### src/rtl/audio_packetizer.sv
// Packs multi-channel PCM frames into a ping-pong BRAM payload buffer behind a 16-bit
// sequence number and requests an Ethernet transmit each time a bank fills.
module audio_packetizer #(
   parameter int CHANNELS      = 2,
   parameter int SAMPLE_BYTES  = 2,
   parameter int HDR_BYTES     = 14,
   parameter int PAYLOAD_BYTES = 498,
   parameter int ADDR_W        = 10
) (
   input  logic                               clk,
   input  logic                               rst_n,
   input  logic                               sample_valid,
   input  logic [CHANNELS*SAMPLE_BYTES*8-1:0] sample_data,
   input  logic                               eth_busy,
   output logic                               eth_start,
   output logic                               tx_bank,
   output logic                               wr_en,
   output logic [ADDR_W-1:0]                  wr_addr,
   output logic [7:0]                         wr_data,
   output logic                               fill_bank,
   output logic [15:0]                        seq,
   output logic [15:0]                        overflow_cnt
);

   localparam int FRAME = CHANNELS * SAMPLE_BYTES;
   localparam int IW    = (FRAME > 1) ? $clog2(FRAME) : 1;
   localparam logic [ADDR_W-1:0] HDR_A    = ADDR_W'(HDR_BYTES);
   localparam logic [ADDR_W-1:0] END_A    = ADDR_W'(HDR_BYTES + PAYLOAD_BYTES);
   localparam logic [IW-1:0]     LAST_IDX = IW'(FRAME - 1);

   typedef enum logic [2:0] {
      S_SEQ_HI = 3'd0,
      S_SEQ_LO = 3'd1,
      S_IDLE   = 3'd2,
      S_WRITE  = 3'd3,
      S_COMMIT = 3'd4,
      S_LAUNCH = 3'd5
   } state_t;

   state_t              state, state_nx;
   logic                armed;
   logic                tx_inflight;
   logic                busy_q;
   logic                launch;
   logic                bank_full;
   logic [ADDR_W-1:0]   base;
   logic [ADDR_W-1:0]   ptr;
   logic [IW-1:0]       byte_idx;
   logic [FRAME*8-1:0]  frame;

   assign base      = {fill_bank, {(ADDR_W-1){1'b0}}};
   assign launch    = (state == S_LAUNCH) && !tx_inflight;
   // Sum truncates to ADDR_W so a payload ending exactly at the top of bank 1 wraps to 0.
   assign bank_full = (ptr == base + END_A);

   always_ff @(posedge clk or negedge rst_n) begin
      if (!rst_n) state <= S_SEQ_HI;
      else        state <= state_nx;
   end

   always_comb begin
      state_nx = state;
      case (state)
         S_SEQ_HI: if (armed) state_nx = S_SEQ_LO;
         S_SEQ_LO: state_nx = S_IDLE;
         S_IDLE:   if (sample_valid) state_nx = S_WRITE;
         S_WRITE:  if (byte_idx == LAST_IDX) state_nx = S_COMMIT;
         S_COMMIT: state_nx = bank_full ? S_LAUNCH : S_IDLE;
         S_LAUNCH: if (!tx_inflight) state_nx = S_SEQ_HI;
         default:  state_nx = S_SEQ_HI;
      endcase
   end

   // armed keeps the write port quiet through reset; SEQ starts on the first edge after release.
   always_comb begin
      wr_en     = 1'b0;
      wr_addr   = '0;
      wr_data   = '0;
      eth_start = 1'b0;
      case (state)
         S_SEQ_HI: begin
            if (armed) begin
               wr_en   = 1'b1;
               wr_addr = base + HDR_A;
               wr_data = seq[15:8];
            end
         end
         S_SEQ_LO: begin
            wr_en   = 1'b1;
            wr_addr = base + HDR_A + ADDR_W'(1);
            wr_data = seq[7:0];
         end
         S_WRITE: begin
            wr_en   = 1'b1;
            wr_addr = ptr;
            wr_data = frame[{byte_idx, 3'b000} +: 8];
         end
         S_LAUNCH: eth_start = !tx_inflight;
         default: ;
      endcase
   end

   always_ff @(posedge clk or negedge rst_n) begin
      if (!rst_n) begin
         armed        <= 1'b0;
         tx_inflight  <= 1'b0;
         busy_q       <= 1'b0;
         tx_bank      <= 1'b0;
         fill_bank    <= 1'b0;
         seq          <= '0;
         overflow_cnt <= '0;
         ptr          <= '0;
         byte_idx     <= '0;
         frame        <= '0;
      end else begin
         armed  <= 1'b1;
         busy_q <= eth_busy;
         if (launch)                 tx_inflight <= 1'b1;
         else if (busy_q && !eth_busy) tx_inflight <= 1'b0;

         if (sample_valid && state != S_IDLE && overflow_cnt != 16'hFFFF)
            overflow_cnt <= overflow_cnt + 16'd1;

         case (state)
            S_SEQ_LO: ptr <= base + HDR_A + ADDR_W'(2);
            S_IDLE: begin
               if (sample_valid) begin
                  frame    <= sample_data;
                  byte_idx <= '0;
               end
            end
            S_WRITE: begin
               ptr      <= ptr + ADDR_W'(1);
               byte_idx <= byte_idx + IW'(1);
            end
            S_LAUNCH: begin
               if (!tx_inflight) begin
                  tx_bank   <= fill_bank;
                  fill_bank <= ~fill_bank;
                  seq       <= seq + 16'd1;
               end
            end
            default: ;
         endcase
      end
   end

endmodule

### config.mk
export PLATFORM = sky130hd
export DESIGN_NAME = audio_packetizer
export DESIGN_NICKNAME = d
export VERILOG_FILES = /design/src/rtl/audio_packetizer.sv
export SDC_FILE = /design/constraint.sdc
export NUM_CORES = 1
export LEC_CHECK = 0
export CORE_UTILIZATION = 55
export DETAILED_ROUTE_END_ITERATION = 10
export PLACE_DENSITY_LB_ADDON = 0.2
export SETUP_SLACK_MARGIN = 0.02
export SLEW_MARGIN = 15
export SYNTH_ARGS = -nofsm -noshare
export SYNTH_HDL_FRONTEND = slang
export SYNTH_SLANG_ARGS = --single-unit
export TNS_END_PERCENT = 20
### constraint.sdc
create_clock -name clk -period 4.4 [get_ports clk]
set_input_delay 1.32 -clock clk [delete_from_list [all_inputs] [get_ports clk]]
set_output_delay 1.32 -clock clk [all_outputs]
set_load 0.005 [all_outputs]
* Word-level counts from Yosys, hierarchy flattened
Index checks and enable logic that the tools add are counted.
W data, S select, Z words.
** Storage, ports and cells
- Latch bits :: 0
- Logic and storage cells :: 68
- ROM bits :: 0
- Memories :: 0
- Memory bits (writable) :: 0
- Flip-flop bits (word level) :: 84
- Input bits :: 36
- Output and inout port bits :: 54
** Cells by class
- Shifts and indexed selects :: 1
- Magnitude comparators :: 0
- Add/subtract/negate cells :: 8
- Reduce and logical (&&, ||, !) cells :: 15
- Eq/ne operators :: 13
- Muxes and demuxes :: 18
- Div/mod/pow operators :: 0
- Bitwise gates (word level) :: 2
- Multipliers :: 0
** Operators with widths (count)
- $add A16 B1 Y16 const B :: 2
- $shiftx A32 B6 Y8 :: 1
- $pmux W10 S3 :: 1
- $pmux W8 S3 :: 1
- $add A10 B1 Y10 const B :: 2
- $pmux W10 S2 :: 1
- $pmux W3 S6 :: 1
- $ne A16 B16 Y1 const B :: 1
- $mux W3 :: 5
- $add A10 B10 Y10 const B :: 1
- $add A10 B2 Y10 const B :: 1
- $add A10 B4 Y10 const B :: 1
- $eq A10 B10 Y1 :: 1
- $mux W10 :: 1
- $mux W8 :: 1
- $ne A2 B2 Y1 const B :: 4
- $eq A3 B2 Y1 const B :: 2
- $eq A3 B3 Y1 const B :: 2
- $reduce_and A2 Y1 :: 3
- $reduce_bool A2 Y1 :: 3
- $logic_and A1 B1 Y1 :: 4
- $mux W1 :: 4
- $pmux W2 S2 :: 1
- $reduce_and A4 Y1 :: 1
- 10 further kinds :: 12

* Depth between registers and ports, before layout
Gate-level depths: netlist of run 1.
- Depth after elaboration :: 4
- Depth in mapped cells :: 6
- Gate-level depth less buffers :: 6

* Least setup slack after synthesis of run 1
No wires, ideal clock.
- Path type :: flip-flop to output port
- Start :: register byte_idx[0]
- End :: output port wr_data[2]
- Setup slack :: 1766 ps
- Arrival time :: 1314 ps
- Path buffers :: 1
- Stages on the path, launching flop included :: 5
- Required time :: 3080 ps
- Cells stage by stage :: dfrtp_1 > buf_2 > mux4_2 > mux2i_1 > o21ai_0
** Between the ends
- Longest elaborated chain between the ends :: 2
** RTL lines
- start: declaration :: RTL line 48 : logic [IW-1:0] byte_idx;
- start signal: assignment :: RTL line 134 : byte_idx <= byte_idx + IW'(1);
- $shiftx A32 B6 Y8 :: RTL line 96 : wr_data = frame[{byte_idx, 3'b000} +: 8];
- $pmux W8 S3 :: RTL line 80 : case (state)
- end: declaration :: RTL line 19 : output logic [7:0] wr_data,
Every way passes these cells.

* Worst setup path after layout of run 1
- Start :: register state[0]
- End :: output port wr_addr[9]
** Between the ends
- Longest elaborated chain between the ends :: 2
- Elaborated cells on any way between the ends :: 4
- Classes of those cells :: eq/ne (2); mux (1); reduce/logical (1)
** RTL lines
- start: declaration :: RTL line 40 : state_t state, state_nx;
- start signal: assignment :: RTL line 58 : else state <= state_nx;
- $eq A3 B2 Y1 (tied with other cells) :: RTL line 80
- $pmux W10 S3 * :: RTL line 80
- end: declaration :: RTL line 18 : output logic [ADDR_W-1:0] wr_addr,
Every way passes the cells marked *; elsewhere a longest branch is shown, timed or not.

==> results.yml, run 1 <==
clock_tree:
  clk_latency_ns: 0.36
  h-tree-depth: 3
  clock-sinks: 84
  cts_made_buffers: 9
  root_buffer: "clkbuf_8"
  cts_resized: 0
  ctsHoldBuffers: 0
  path_clk_slew_ns: 0.08
  cts_tree: "done"
  clockBufferDepth: 2
  cts_setup_buffers: 0
setup_path:
  startpoint_type: "flip-flop"
  critPathBufInv: 1
  crit_path_end_kind: "output port"
  reg2reg_to: "frame[4]$_DFFE_PN0P_"
  reg2reg_from: "state[1]$_DFFE_PN0P_"
  rr_worst_depth: 5
  cpPeakStageDelay_ns: 0.65
  path_cells: "nand2b_1 -> o21ai_0 -> a22o_1 -> clkdlybuf4s50_1"
  path_class: "flip-flop to output port"
  arrival_ns: 2.49
  rrSetupSlack_ns: 2.45
  slowest_stage: "dfrtp_1"
  cp.required_ns: 3.08
  crit_family: "flip-flops"
  worstPathMaxFanout: 24
  crit_cells: 4
worst_hold_path:
  hold_start: "overflow_cnt[14]$_DFFE_PN0P_"
  hp-class: "flip-flop to flip-flop"
  whs_endpoint: "overflow_cnt[14]$_DFFE_PN0P_"
  whs_path_depth: 1
synthesis:
  async_reset_ff_share_pct: 100
  ys_types: 60
  yosys.area_share.simple_pct: 17.4
  syn_inst: 369
  synth_edf_count: 0
  synth_warnings: 0
  synth.ff_latch_count: 84
  synth.area.mux_share_pct: 15.8
  synth_area_leaders: "dfrtp_1 (49%), mux2_2 (7.9%), mux4_2 (4.2%), nand2_1 (3.2%), xnor2_1 (3.1%)"
  synth_area_um2: 4280
  synth_top_area_share_pct: 49.1
  syn_area_per_cell_um2: 11.6
  synth.yosys.seq_area_share_pct: 49.1
  synth_top_family_by_area: "simple AND/OR/NAND/NOR gates"
  synth_compound_area_share_pct: 7.45
  synth-main-ff-cell: "dfrtp_1"
  synth_xor_area_share_pct: 5.72
  synthAdderAreaFrac_pct: 1.46
  yosysTopAreaCell: "dfrtp_1"
  syn-num-nets: 410
sta:
  drv_slew: 0
  setup_viol: 0
  max_freq_ghz: 0.262
  setup_ws_ns: 0.585
  grt_setup_unrepaired: "false"
  fin_crit_ns: 3.81
  slew-limit-headroom_pct: 49.7
  tns_ns: 0
  hold_viol: 0
  worstMarginPinSlew_ns: 0.755
  skew_ns: 0.0150
  period_share_pct: 86.7
route:
  vias: 3172
  via_per_inst: 5.66
  wl_um: 8920
  drtAntennaViolNets: 0
  drt_iter0_drc: 168
  dr.pass1.iters: 4
  detail_route.wl_per_cell_um: 15.9
  post-route-drc-count: 0
outcome:
  status: "complete, no violations"
job:
  maxCapViolations: 0
die:
  num_rows: 31
  fp.coreArea_um2: 7410
  die_h_um: 90.3
  ios: 90
  initial_utilization_pct: 57.8
  die_area_um2: 8150
  chipWidth_um: 90.3
grt:
  antenna_found_initial: 0
  grt_overflow: 0
  grt_use_total_pct: 23.6
  grt_max_degree: 85
  grt_pass1_vias: 2959
  grt_pass1_wl_um: 15100
cells_and_area:
  final_common_cell: "clkdlybuf4s50_1"
  syn2layout_area_growth_pct: 27.3
  antennaDiodeCount: 0
  layout.nets: 497
  drive_above_1_share_pct: 16.5
  most-common-layout-cells: "clkdlybuf4s50_1 (88), dfrtp_1 (84), nand2_1 (36)"
power:
  finalPower_w: 0.00309
  power_per_cell_area_nw_per_um2: 566
  ir_worst_vdd_uv: 283
  power_leakage_nw: 2.33
placed_design:
  port_buffers: 89
  gp_congestion: 0.837
  hpwl_um: 6250
  place_ws_ns: 0.993
==> report_power, final <==
group / switching (W) / leakage [nW] / internal, W / total (W)
logic: 0.000519 / 1.17 / 0.000756 / 0.00127
clock network: 0.000283 / 0.102 / 0.000284 / 0.000567
registers: 0.000237 / 1.05 / 0.00101 / 0.00125
==> cell usage after synthesis (all sizes together) (4+ instances only) <==
cell,n
dfrtp,84
nand2,37
mux2,36
o21ai,23
nand3,18
xnor2,15
xor2,13
and3,12
buf,11
a21oi,10
mux2i,9
inv,8
mux4,8
nand4,8
nor3,7
clkbuf,6
nor2,6
and2,5
ha,5
nor4b,5
nor2b,4
==> per-stage QoR <==
stage | cell area [µm²] | hold slack, ns | instances | utilization [%]
floorplan | 4280 | 0.453 | 369 | -
global placement | 5230 | 0.458 | 543 | 70.5
detailed placement | 5230 | 0.474 | 543 | 70.5
CTS | 5430 | 0.495 | 559 | 73.2
global route | 5450 | 0.513 | 560 | 73.6
finish | 5450 | 0.485 | 560 | 73.6
==> logic make-up after synthesis <==
kind of cell               after synthesis
AOI/OAI and AO/OA                       51
DFF                                     84
adders and majority gates                5
xor gates and xnor gates                28
and+or+nand+nor                        122
muxes                                   53
buffers and inverters                   25
other                                    1
==> layer usage <==
metal	vias up	share of wire, %	GRT usage [%]
met4	0	1.1	9.27
met5	-	0	0
met1	1553	46	34.7
met3	11	5.3	3.96
li1	1509	-	-
met2	99	48	35.0
==> cell type report <==
type	count	area, µm²
clock buffers	12	145
clock inverters	4	56.3
fillers	535	1950
well taps	99	124
multi-input cells	260	2060
flip-flops and latches	84	2100
repair buffers	93	938
inverters	8	30.0
==> flip-flops by register name, indices dropped and copies added, names as in the netlist <==
register,count
armed,1
busy_q,1
byte_idx,2
fill_bank,1
frame,32
overflow_cnt,16
ptr,10
seq,16
state,3
tx_bank,1
tx_inflight,1
==> worst max path at each step <==
stage,startpoint,to,slack [ns]
3_5_place_dp,state[0]$_DFFE_PN0P_,wr_addr[9],0.99
4_1_cts,byte_idx[0]$_DFFE_PN0P_,wr_data[1],0.59
2_1_floorplan,byte_idx[0]$_DFFE_PN0P_,wr_data[2],1.77
5_1_grt,state[0]$_DFFE_PN0P_,wr_addr[9],0.42
6_report,state[0]$_DFFE_PN0P_,wr_addr[9],0.59
3_3_place_gp,byte_idx[0]$_DFFE_PN0P_,wr_data[1],1.01
No activity file was read; power rests on OpenSTA's default activity.
==> run 2, diff against run 1 <==
--- a/config.mk
+++ b/config.mk
@@ -7,6 +7,7 @@
 export LEC_CHECK = 0
 export CORE_UTILIZATION = 55
 export DETAILED_ROUTE_END_ITERATION = 10
+export GPL_ROUTABILITY_DRIVEN = 0
 export PLACE_DENSITY_LB_ADDON = 0.2
 export SETUP_SLACK_MARGIN = 0.02
 export SLEW_MARGIN = 15
==> results of run 2 <==
Same layout as run 1: the final DEF is identical, and so are final timing and power.
==> run 3, diff against run 2 <==
--- a/config.mk
+++ b/config.mk
@@ -10,7 +10,6 @@
 export GPL_ROUTABILITY_DRIVEN = 0
 export PLACE_DENSITY_LB_ADDON = 0.2
 export SETUP_SLACK_MARGIN = 0.02
-export SLEW_MARGIN = 15
 export SYNTH_ARGS = -nofsm -noshare
 export SYNTH_HDL_FRONTEND = slang
 export SYNTH_SLANG_ARGS = --single-unit
==> run 3 against run 2 <==
Compared with the run above:
- die area did not move
- utilization fell by 0.37 points
- global-route usage did not move
- worst setup slack improved by 0.00067 ns
- non-clock buffer count fell by 1
- sequential power barely moved
- combinational power barely moved
==> results.yml, run 3 (same netlist as run 1, synthesis figures left out) <==
setup_path:
  worstPathMaxFanout: 24
  path_class: "flip-flop to output port"
  arrival_ns: 2.49
  path_cells: "nand2b_1 -> o21ai_0 -> a22o_1 -> clkdlybuf4s50_1"
  slowest_stage: "dfrtp_1"
  startpoint_type: "flip-flop"
  critPathBufInv: 1
  rrSetupSlack_ns: 2.45
  crit_path_end_kind: "output port"
  crit_family: "flip-flops"
  cpPeakStageDelay_ns: 0.65
  cp.required_ns: 3.08
cells_and_area:
  most-common-layout-cells: "clkdlybuf4s50_1 (88), dfrtp_1 (84), nand2_1 (36)"
  fillers: 542
  antennaDiodeCount: 0
  final_common_cell: "clkdlybuf4s50_1"
  largest_register: "frame"
  reg_top3: "frame: 32 flops, overflow_cnt: 16 flops, seq: 16 flops"
  final_cells: 559
  largest_reg_flops: 32
  drive_above_1_share_pct: 16.3
  syn2layout_area_growth_pct: 26.7
  layout.nets: 496
grt:
  grt_overflow: 0
  grt_pass1_vias: 2959
  grt_max_degree: 85
  antenna_found_initial: 0
  grt_use_total_pct: 23.6
  grt_pass1_wl_um: 15100
die:
  die_area_um2: 8150
  initial_utilization_pct: 57.8
  fp.coreArea_um2: 7410
  num_rows: 31
  die_h_um: 90.3
  ios: 90
  chipWidth_um: 90.3
clock_tree:
  cts_made_buffers: 9
  cts_setup_buffers: 0
  cts_resized: 0
  ctsHoldBuffers: 0
  root_buffer: "clkbuf_8"
  cts_tree: "done"
  path_clk_slew_ns: 0.08
  clk_latency_ns: 0.36
  clock-sinks: 84
  h-tree-depth: 3
  clockBufferDepth: 2
sta:
  drv_slew: 0
  hold_viol: 0
  setup_viol: 0
  fin_crit_ns: 3.81
  max_freq_ghz: 0.262
  slew-limit-headroom_pct: 30.4
  grt_setup_unrepaired: "false"
  hold_ws_ns: 0.485
  period_share_pct: 86.7
  tns_ns: 0
  worstMarginPinSlew_ns: 1.04
  skew_ns: 0.0139
route:
  drtAntennaViolNets: 0
  detail_route.wl_per_cell_um: 16.0
  post-route-drc-count: 0
  drt_iter0_drc: 192
  vias: 3199
  dr.pass1.iters: 5
  wl_um: 8940
  via_per_inst: 5.72
job:
  maxCapViolations: 0
power:
  power_per_cell_area_nw_per_um2: 569
  ir_worst_vdd_uv: 281
  power_leakage_nw: 2.31
outcome:
  status: "complete, no violations"
placed_design:
  hpwl_um: 6250
  dp_cells: 543
  port_buffers: 89
worst_hold_path:
  hp-class: "flip-flop to flip-flop"
==> run 3: changes by cell type in the layout (fill, tap and decap cells not counted) <==
cell,change
buf_16,-1
==> run 3: final timing paths <==
path / startpoint / endpoint / cells after the start
setup / recovery: state[0]$_DFFE_PN0P_ / wr_addr[9] / 4
hold / removal: overflow_cnt[14]$_DFFE_PN0P_ / overflow_cnt[14]$_DFFE_PN0P_ / 1
setup reg to reg: state[1]$_DFFE_PN0P_ / frame[4]$_DFFE_PN0P_ / 5
hold reg to reg: overflow_cnt[14]$_DFFE_PN0P_ / overflow_cnt[14]$_DFFE_PN0P_ / 1
max in group asynchronous: rst_n / seq[10]$_DFFE_PN0P_ / 1
min in group asynchronous: rst_n / ptr[0]$_DFFE_PN0P_ / 1
==> run 3: area by class of cell <==
type,count,area (µm²),area share (%)
clock buffers,12,145,2.67
clock inverters,4,56.3,1.04
inverters,8,30.0,0.553
multi-input cells,260,2060,37.9
flip-flops and latches,84,2100,38.7
well taps,99,124,2.28
repair buffers,92,911,16.8
==> run 3: layer usage <==
metal  share of wire, %  vias up  track usage, %
li1                   -     1509               -
met1                 48     1585            34.7
met2                 47       94            35.0
met3                4.4       11            3.96
met4                1.4        0            9.27
met5                  0        -               0
==> run 3: per-stage QoR <==
stage | setup WS [ns] | power (W) | util, % | cell area [µm²]
6_report | 0.586 | 0.00309 | 73.2 | 5430
5_1_grt | 0.422 | 0.00328 | 73.2 | 5430
4_1_cts | 0.590 | 0.00310 | 73.2 | 5430
3_5_place_dp | 0.993 | 0.00252 | 70.5 | 5230
3_3_place_gp | 1.01 | 0.00247 | 70.5 | 5230
2_1_floorplan | 1.77 | 0.00201 | - | 4280
==> run 3: worst register-to-register path, stage by stage (launching register included) <==
cell,delay (ns)
dfrtp_1,0.34
buf_4,0.35
nand2_1,0.21
nor3_4,0.14
buf_4,0.38
mux2_2,0.42
==> run 3: power breakdown <==
part,internal (W),switching [W],total (W)
sequential,0.00101,0.000236,0.00125
clock,0.000284,0.000285,0.000568
combinational,0.000753,0.000520,0.00127
total,0.00205,0.00104,0.00309
